==> src/rtl/mem_interface.sv <==
// Bridges the multicycle control unit to a single-port word memory bus:
// lane generation, load extraction/extension, and a three-state bus handshake.
module mem_interface #(
  parameter int unsigned ADDR_WIDTH = 32
) (
  input  logic                  clk,
  input  logic                  rst,
  input  logic                  mem_read,
  input  logic                  mem_write,
  input  logic                  fetch,
  input  logic [ADDR_WIDTH-1:0] addr,
  input  logic [2:0]            f3,
  input  logic [31:0]           wdata,
  output logic [31:0]           rdata,
  output logic                  mem_complete,
  output logic                  misaligned,
  output logic                  access_fault,
  output logic [ADDR_WIDTH-1:0] bus_addr,
  output logic                  bus_read,
  output logic                  bus_write,
  output logic [3:0]            bus_be,
  output logic [31:0]           bus_wdata,
  input  logic [31:0]           bus_rdata,
  input  logic                  bus_ack,
  input  logic                  bus_err
);

  localparam int unsigned DATA_WIDTH = 32;
  localparam logic [1:0]  SIZE_BYTE  = 2'b00;
  localparam logic [1:0]  SIZE_HALF  = 2'b01;
  localparam logic [1:0]  SIZE_WORD  = 2'b10;

  typedef enum logic [1:0] {IDLE, BUSY, DONE} state_t;

  state_t                state;
  logic [1:0]            size_c;
  logic                  request_c;
  logic [3:0]            be_c;
  logic [DATA_WIDTH-1:0] lane_wdata_c;
  logic [1:0]            off_q;
  logic [1:0]            size_q;
  logic                  zext_q;
  logic [DATA_WIDTH-1:0] shifted_c;
  logic [DATA_WIDTH-1:0] load_c;

  assign size_c    = fetch ? SIZE_WORD : f3[1:0];
  assign request_c = mem_read | mem_write;

  // Alignment/legality check, zero latency for the exception path.
  always_comb begin
    misaligned = 1'b0;
    if (request_c) begin
      unique case (size_c)
        SIZE_BYTE: misaligned = 1'b0;
        SIZE_HALF: misaligned = addr[0];
        SIZE_WORD: misaligned = (addr[1:0] != 2'b00);
        default:   misaligned = 1'b1;
      endcase
    end
  end

  // Byte enables and lane-aligned store data for the current request.
  always_comb begin
    unique case (size_c)
      SIZE_BYTE: be_c = 4'b0001;
      SIZE_HALF: be_c = 4'b0011;
      default:   be_c = 4'b1111;
    endcase
    be_c         = be_c << addr[1:0];
    lane_wdata_c = wdata << {addr[1:0], 3'b000};
  end

  // Load extraction uses the operands captured at request acceptance.
  always_comb begin
    shifted_c = bus_rdata >> {off_q, 3'b000};
    unique case (size_q)
      SIZE_BYTE: load_c = {{24{~zext_q & shifted_c[7]}}, shifted_c[7:0]};
      SIZE_HALF: load_c = {{16{~zext_q & shifted_c[15]}}, shifted_c[15:0]};
      default:   load_c = shifted_c;
    endcase
  end

  always_ff @(posedge clk or posedge rst) begin
    if (rst) begin
      state        <= IDLE;
      rdata        <= '0;
      mem_complete <= 1'b0;
      access_fault <= 1'b0;
      bus_addr     <= '0;
      bus_read     <= 1'b0;
      bus_write    <= 1'b0;
      bus_be       <= '0;
      bus_wdata    <= '0;
      off_q        <= '0;
      size_q       <= '0;
      zext_q       <= 1'b0;
    end else begin
      unique case (state)
        IDLE: begin
          if (request_c && !misaligned) begin
            bus_addr  <= {addr[ADDR_WIDTH-1:2], 2'b00};
            bus_be    <= mem_write ? be_c : 4'hF;
            bus_wdata <= lane_wdata_c;
            bus_write <= mem_write;
            bus_read  <= ~mem_write;
            off_q     <= addr[1:0];
            size_q    <= size_c;
            zext_q    <= f3[2] | fetch;
            state     <= BUSY;
          end
        end
        BUSY: begin
          if (bus_ack) begin
            rdata        <= bus_err ? '0 : load_c;
            access_fault <= bus_err;
            mem_complete <= 1'b1;
            bus_read     <= 1'b0;
            bus_write    <= 1'b0;
            state        <= DONE;
          end
        end
        DONE: begin
          mem_complete <= 1'b0;
          access_fault <= 1'b0;
          state        <= IDLE;
        end
        default: state <= IDLE;
      endcase
    end
  end

endmodule

==> config.mk <==
export PLATFORM = sky130hd
export DESIGN_NAME = mem_interface
export DESIGN_NICKNAME = d
export VERILOG_FILES = /design/src/rtl/mem_interface.sv
export SDC_FILE = /design/constraint.sdc
export NUM_CORES = 1
export LEC_CHECK = 0
export BUFFER_PORTS_ARGS = -buffer_cell sky130_fd_sc_hd__buf_2
export CELL_PAD_IN_SITES_DETAIL_PLACEMENT = 1
export CELL_PAD_IN_SITES_GLOBAL_PLACEMENT = 1
export CORE_ASPECT_RATIO = 1.1
export CORE_UTILIZATION = 35
export DETAILED_ROUTE_END_ITERATION = 8
export PLACE_DENSITY = 0.73
export SYNTH_ARGS = -nofsm -noshare
export SYNTH_HDL_FRONTEND = slang
export SYNTH_SLANG_ARGS = --single-unit
==> constraint.sdc <==
create_clock -name clk -period 10.24 [get_ports clk]
set_input_delay 2.048 -clock clk [delete_from_list [all_inputs] [get_ports clk]]
set_output_delay 2.048 -clock clk [all_outputs]
set_load 0.02 [all_outputs]
== Word-level counts from Yosys, hierarchy flattened ==
Index checks and enable logic that the tools add are counted.

* Shift operators: 3
* Multiplexer cells: 19
* Reduce and logical (&&, ||, !) cells: 13
* Bitwise gates (word level): 6
* Eq/ne operators: 7

{| class="wikitable"
|+ Operators by type and width
! kind !! count
|-
| 32-bit case mux with 2 select lines || 1
|-
| 32-bit 2-to-1 mux || 1
|-
| 32-bit by 5-bit << shifter with 32-bit output || 1
|-
| 32-bit by 5-bit right shift with 32-bit output || 1
|-
| 1-bit case mux with 2 select lines || 4
|-
| 4-bit case mux with 2 select lines || 1
|-
| 2-bit AND reduction || 4
|-
| 2-bit by 1-bit equality test with 1-bit output (second input constant) || 3
|-
| 2-bit zero test || 3
|-
| 1-bit 2-to-1 mux || 6
|-
| 2-bit 2-to-1 mux || 3
|-
| 2-bit nonzero test || 3
|-
| 2-bit equality test (second input constant) || 2
|-
| 4-bit 2-to-1 mux || 1
|-
| 2-bit inequality test (second input constant) || 2
|-
| 2-bit case mux with 2 select lines || 1
|-
| 4-bit by 2-bit << shifter with 4-bit output || 1
|-
| 1-bit case mux with 3 select lines || 1
|-
| 3-bit AND reduction || 1
|-
| 1-bit bitwise AND || 2
|-
| 1-bit inverter || 2
|-
| 1-bit OR || 2
|-
| 1-bit logical AND || 1
|-
| 1-bit zero test || 1
|}

* Input port bits: 106
* Flip-flop bits (word level): 109
* Word-level logic and storage cells: 60
* Output and inout bits: 105

== Longest topological paths before layout ==
* Word-level depth: 8
* Depth in mapped cells: 7
* Gate-level depth less buffers: 4

== Worst setup path before layout ==
No wires, ideal clock.

* Kind: input to output
* From: input f3[0]
* To: output misaligned
* Setup slack: 5.515 ns
* Cell stages on the path: 3
* Arrival time: 2.677 ns
* Path buffers: 0
* Required time: 8.192 ns
* Path through: nor2b_1 o31a_1 nor2b_1

* Longest elaborated chain between the ends: 4
* Elaborated cells between the ends (all ways): 6
* Those cells by class: 2 x eq/ne; 3 x mux; 1 x reduce/logical

{| class="wikitable"
|+ Ends and longest elaborated chain
! element !! line !! text
|-
| from (decl) || 12 || <nowiki>input logic [2:0] f3,</nowiki>
|-
| 2-bit 2-to-1 mux * || 46 || <nowiki>assign size_c = fetch ? SIZE_WORD : f3[1:0];</nowiki>
|-
| 2-bit equality test, or another cell as far along || 53 || <nowiki>unique case (size_c)</nowiki>
|-
| 1-bit case mux with 3 select lines * || 53 ||
|-
| 1-bit 2-to-1 mux * || 52 || <nowiki>if (request_c) begin</nowiki>
|-
| to (decl) || 16 || <nowiki>output logic misaligned,</nowiki>
|}

Mark *: on every way between the ends. The rest lies on a longest branch, timed or not.

== Worst setup path after layout ==
* From: input addr[0]
* To: output misaligned

* Longest elaborated chain between the ends: 3

{| class="wikitable"
|+ Ends and longest elaborated chain
! element !! line !! text
|-
| from (decl) || 11 || <nowiki>input logic [ADDR_WIDTH-1:0] addr,</nowiki>
|-
| 2-bit nonzero test || 56 || <nowiki>SIZE_WORD: misaligned = (addr[1:0] != 2'b00);</nowiki>
|-
| 1-bit case mux with 3 select lines * || 53 ||
|-
| 1-bit 2-to-1 mux * || 52 ||
|}

Marks and branches as above.

==> results by group <==
STA
  – Achievable Freq: between 150 and 200 MHz
  – Minimum clock period: 5.45 ns
  – RSZ-0062 raised after global routing: no
  – Hold Violations, Final: 0
  – Tcrit/Tclk final: a little over half
  – Max-slew violations: 0
  – Setup TNS: 0 ns
  – Setup violators final: 0
  – Slew Limit Headroom: between 30% and 40%
  – Final Skew: 0.00460 ns
  – Slew @ Worst Pin: 0.920 ns
  – Final worst setup slack: about 4.8 ns

Final layout
  – Layout cell share with drive strength beyond 1: between 30 and 40%
  – Ant diodes: 0
  – Most common cell after layout, fill and taps aside: buf_2
  – Highest-count cells in the layout ignoring fill and taps: buf_2 (208), dfrtp_1 (109), mux2_1 (50)
  – Final net count: 748
  – Layout area overhead: 27.5%

Yosys
  – EDFF count, synth: 0
  – Post-synth top flop: dfrtp_1
  – Yosys warns: 0
  – Leading area contributor after synthesis: dfrtp_1
  – Number of library cell types mapped by synthesis: 38
  – FFs w/ async S/R, synth: 100%
  – Top cell type's share of synthesized area: 51.5%
  – Register area share after synthesis: between 50% and 60%
  – Top post-synthesis cells by area: dfrtp_1 (52%), mux2_1 (11%), mux2i_1 (8.1%)
  – Cell Area, Synth: about 5300 um2
  – Synthesized flop and latch total: between 100 and 150
  – Syn avg cell area: 11.7 um2
  – Post-Syn Instances: between 400 and 500

Die
  – Core ar.: 14,600 um2
  – Die area: 15,600 um2
  – IO Pins: around 210
  – Die width: 119 um
  – Initial Utilization: a little over a third
  – Die Height: about 130 um
  – # rows: 46

Drt
  – Via density per instance: between 5 and 6
  – Initial DRT Pass Iterations: 4
  – Via Count: about 4,300
  – DR WL/cell: 17.9 um
  – DRC: 0
  – Total wire length: 15.0 mm
  – Post-DRT Antenna Nets: 0
  – Initial DRC count: roughly 150

Clock tree
  – Clk sinks: 109
  – TritonCTS Buffers: 9
  – CTS tree: yes
  – Max Buffers Root-to-Sink: 2
  – Hold Buf Count CTS: 0
  – Worst-Skew Late Latency: roughly 0.35 ns
  – CTS root buf: clkbuf_16
  – Reg clk slew, reported paths: about 0.070 ns
  – Post-CTS Setup Inserts: 0
  – Post_cts resized: 0
  – H-tree levels: 3

Global routing
  – Aggregate global routing overflow: 0
  – First-pass GRT wire length: ~24 mm
  – Vias in the first global route: 4,612
  – Largest net degree at the start of global routing: just under 70
  – Gr usage total: between 10% and 20%
  – Antenna violations before repair: 0

Setup path
  – Worst Setup Start Kind: primary input
  – Crit-path cells: buf_2 > a211o_1 > o31a_1 > nor2b_1 > buf_2
  – CP arrival: around 3.4 ns
  – Crit path required time: 8.19 ns
  – R2r setup slk: ~7.8 ns
  – Crit path largest cell delay: roughly 0.57 ns
  – Crit-path most repeated cell: buf_2
  – Crit-path max FO: 41
  – Critical Setup Path Class: in2out
  – Endpoint type of the worst setup path: output pin
  – Slowest cell on crit path: buf_2

Power and ir drop
  – Leakage Power: roughly 3.3 nW
  – P per Cell Area: 256 nW/um2
  – Worst vdd ir: 93.4 uV

Place
  – Port Buf Inserts: 208
  – Post-place setup slack: roughly 4.8 ns
  – Final Wtd Congestion: slightly above 0.8
  – DPL Wire Length: approximately 11 mm

Status
  – Run status: complete, no violations

Worst hold path
  – Hold Crit Class: reg2reg

Job
  – Max-Cap Viols: 0
==> area by class of cell <==
type | count | area (um2)
clock buffers | 10 | 239
clock inverters | 6 | 86.3
fillers | 1692 | 7870
inverters | 16 | 62.6
multi-input cells | 293 | 2310
flip-flops and latches | 109 | 2730
well taps | 192 | 240
repair buffers | 213 | 1080
==> power breakdown <==
group / total (mW) / internal, mW / switching, mW
registers: 0.670 / 0.579 / 0.0916
clock network: 0.382 / 0.221 / 0.161
logic: 0.675 / 0.266 / 0.409
total: 1.73 / 1.07 / 0.662
==> path summary, 6_finish.rpt <==
check / cells after the start / start / endpoint
worst max-delay path: 5 / addr[0] / misaligned
worst max register to register: 3 / state[0] / bus_addr[2]
max in group asynchronous: 3 / rst / bus_wdata[28]
worst min-delay path: 2 / rdata[13] / rdata[13]
worst min register to register: 2 / rdata[13] / rdata[13]
min in group asynchronous: 2 / rst / bus_addr[16]
==> flip-flops by register name (all words and copies together), names as in the netlist <==
signal,flops
bus_read,1
bus_write,1
size_q,2
off_q,2
zext_q,1
bus_wdata,32
state,2
rdata,32
bus_be,4
access_fault,1
bus_addr,30
mem_complete,1
==> synth_stat cells, drive strengths merged (12+ instances only) <==
master  count
dfrtp     109
mux2       69
mux2i      43
nand2      37
o21ai      37
buf        19
a221o      16
inv        16
a21oi      15
clkbuf     15
nor2       13
nor2b      12
==> routing by layer <==
layer  vias up  GRT usage [%]  routed length [um]
met4         0           6.55                 192
met2       154           35.3                7590
met5         -              0                   0
li1       1986              -                   -
met3        15           6.42                1330
met1      2141           22.5                5880
==> worst max-delay path: cells and delay by family <==
family                 cells  cell delay [ns]
AO/OA/AOI/OAI              2             0.45
AND/OR/NAND/NOR            1             0.15
buffers and inverters      2             0.74
==> per-stage QoR <==
step / hold WS (ns) / instances / power (mW) / instance area [um2] / util (%)
after floorplan: 0.505 / 452 / 1.11 / 5300 / -
after global placement: 0.457 / 823 / 1.34 / 6420 / 43.9
after detailed placement: 0.470 / 823 / 1.36 / 6420 / 43.9
after CTS: 0.487 / 839 / 1.76 / 6750 / 46.2
after global routing: 0.507 / 839 / 1.84 / 6750 / 46.2
final: 0.480 / 839 / 1.73 / 6750 / 46.2
==> kinds of logic after synthesis <==
| kind of cell | share of synthesized area [%] |
|---|---|
| other | 0.0709 |
| flip-flops | 51.5 |
| buffers and inverters | 4.94 |
| multiplexers | 23.2 |
| AO/OA/AOI/OAI | 11.5 |
| AND/OR/NAND/NOR | 8.70 |
(Power assumes the default switching activity.)
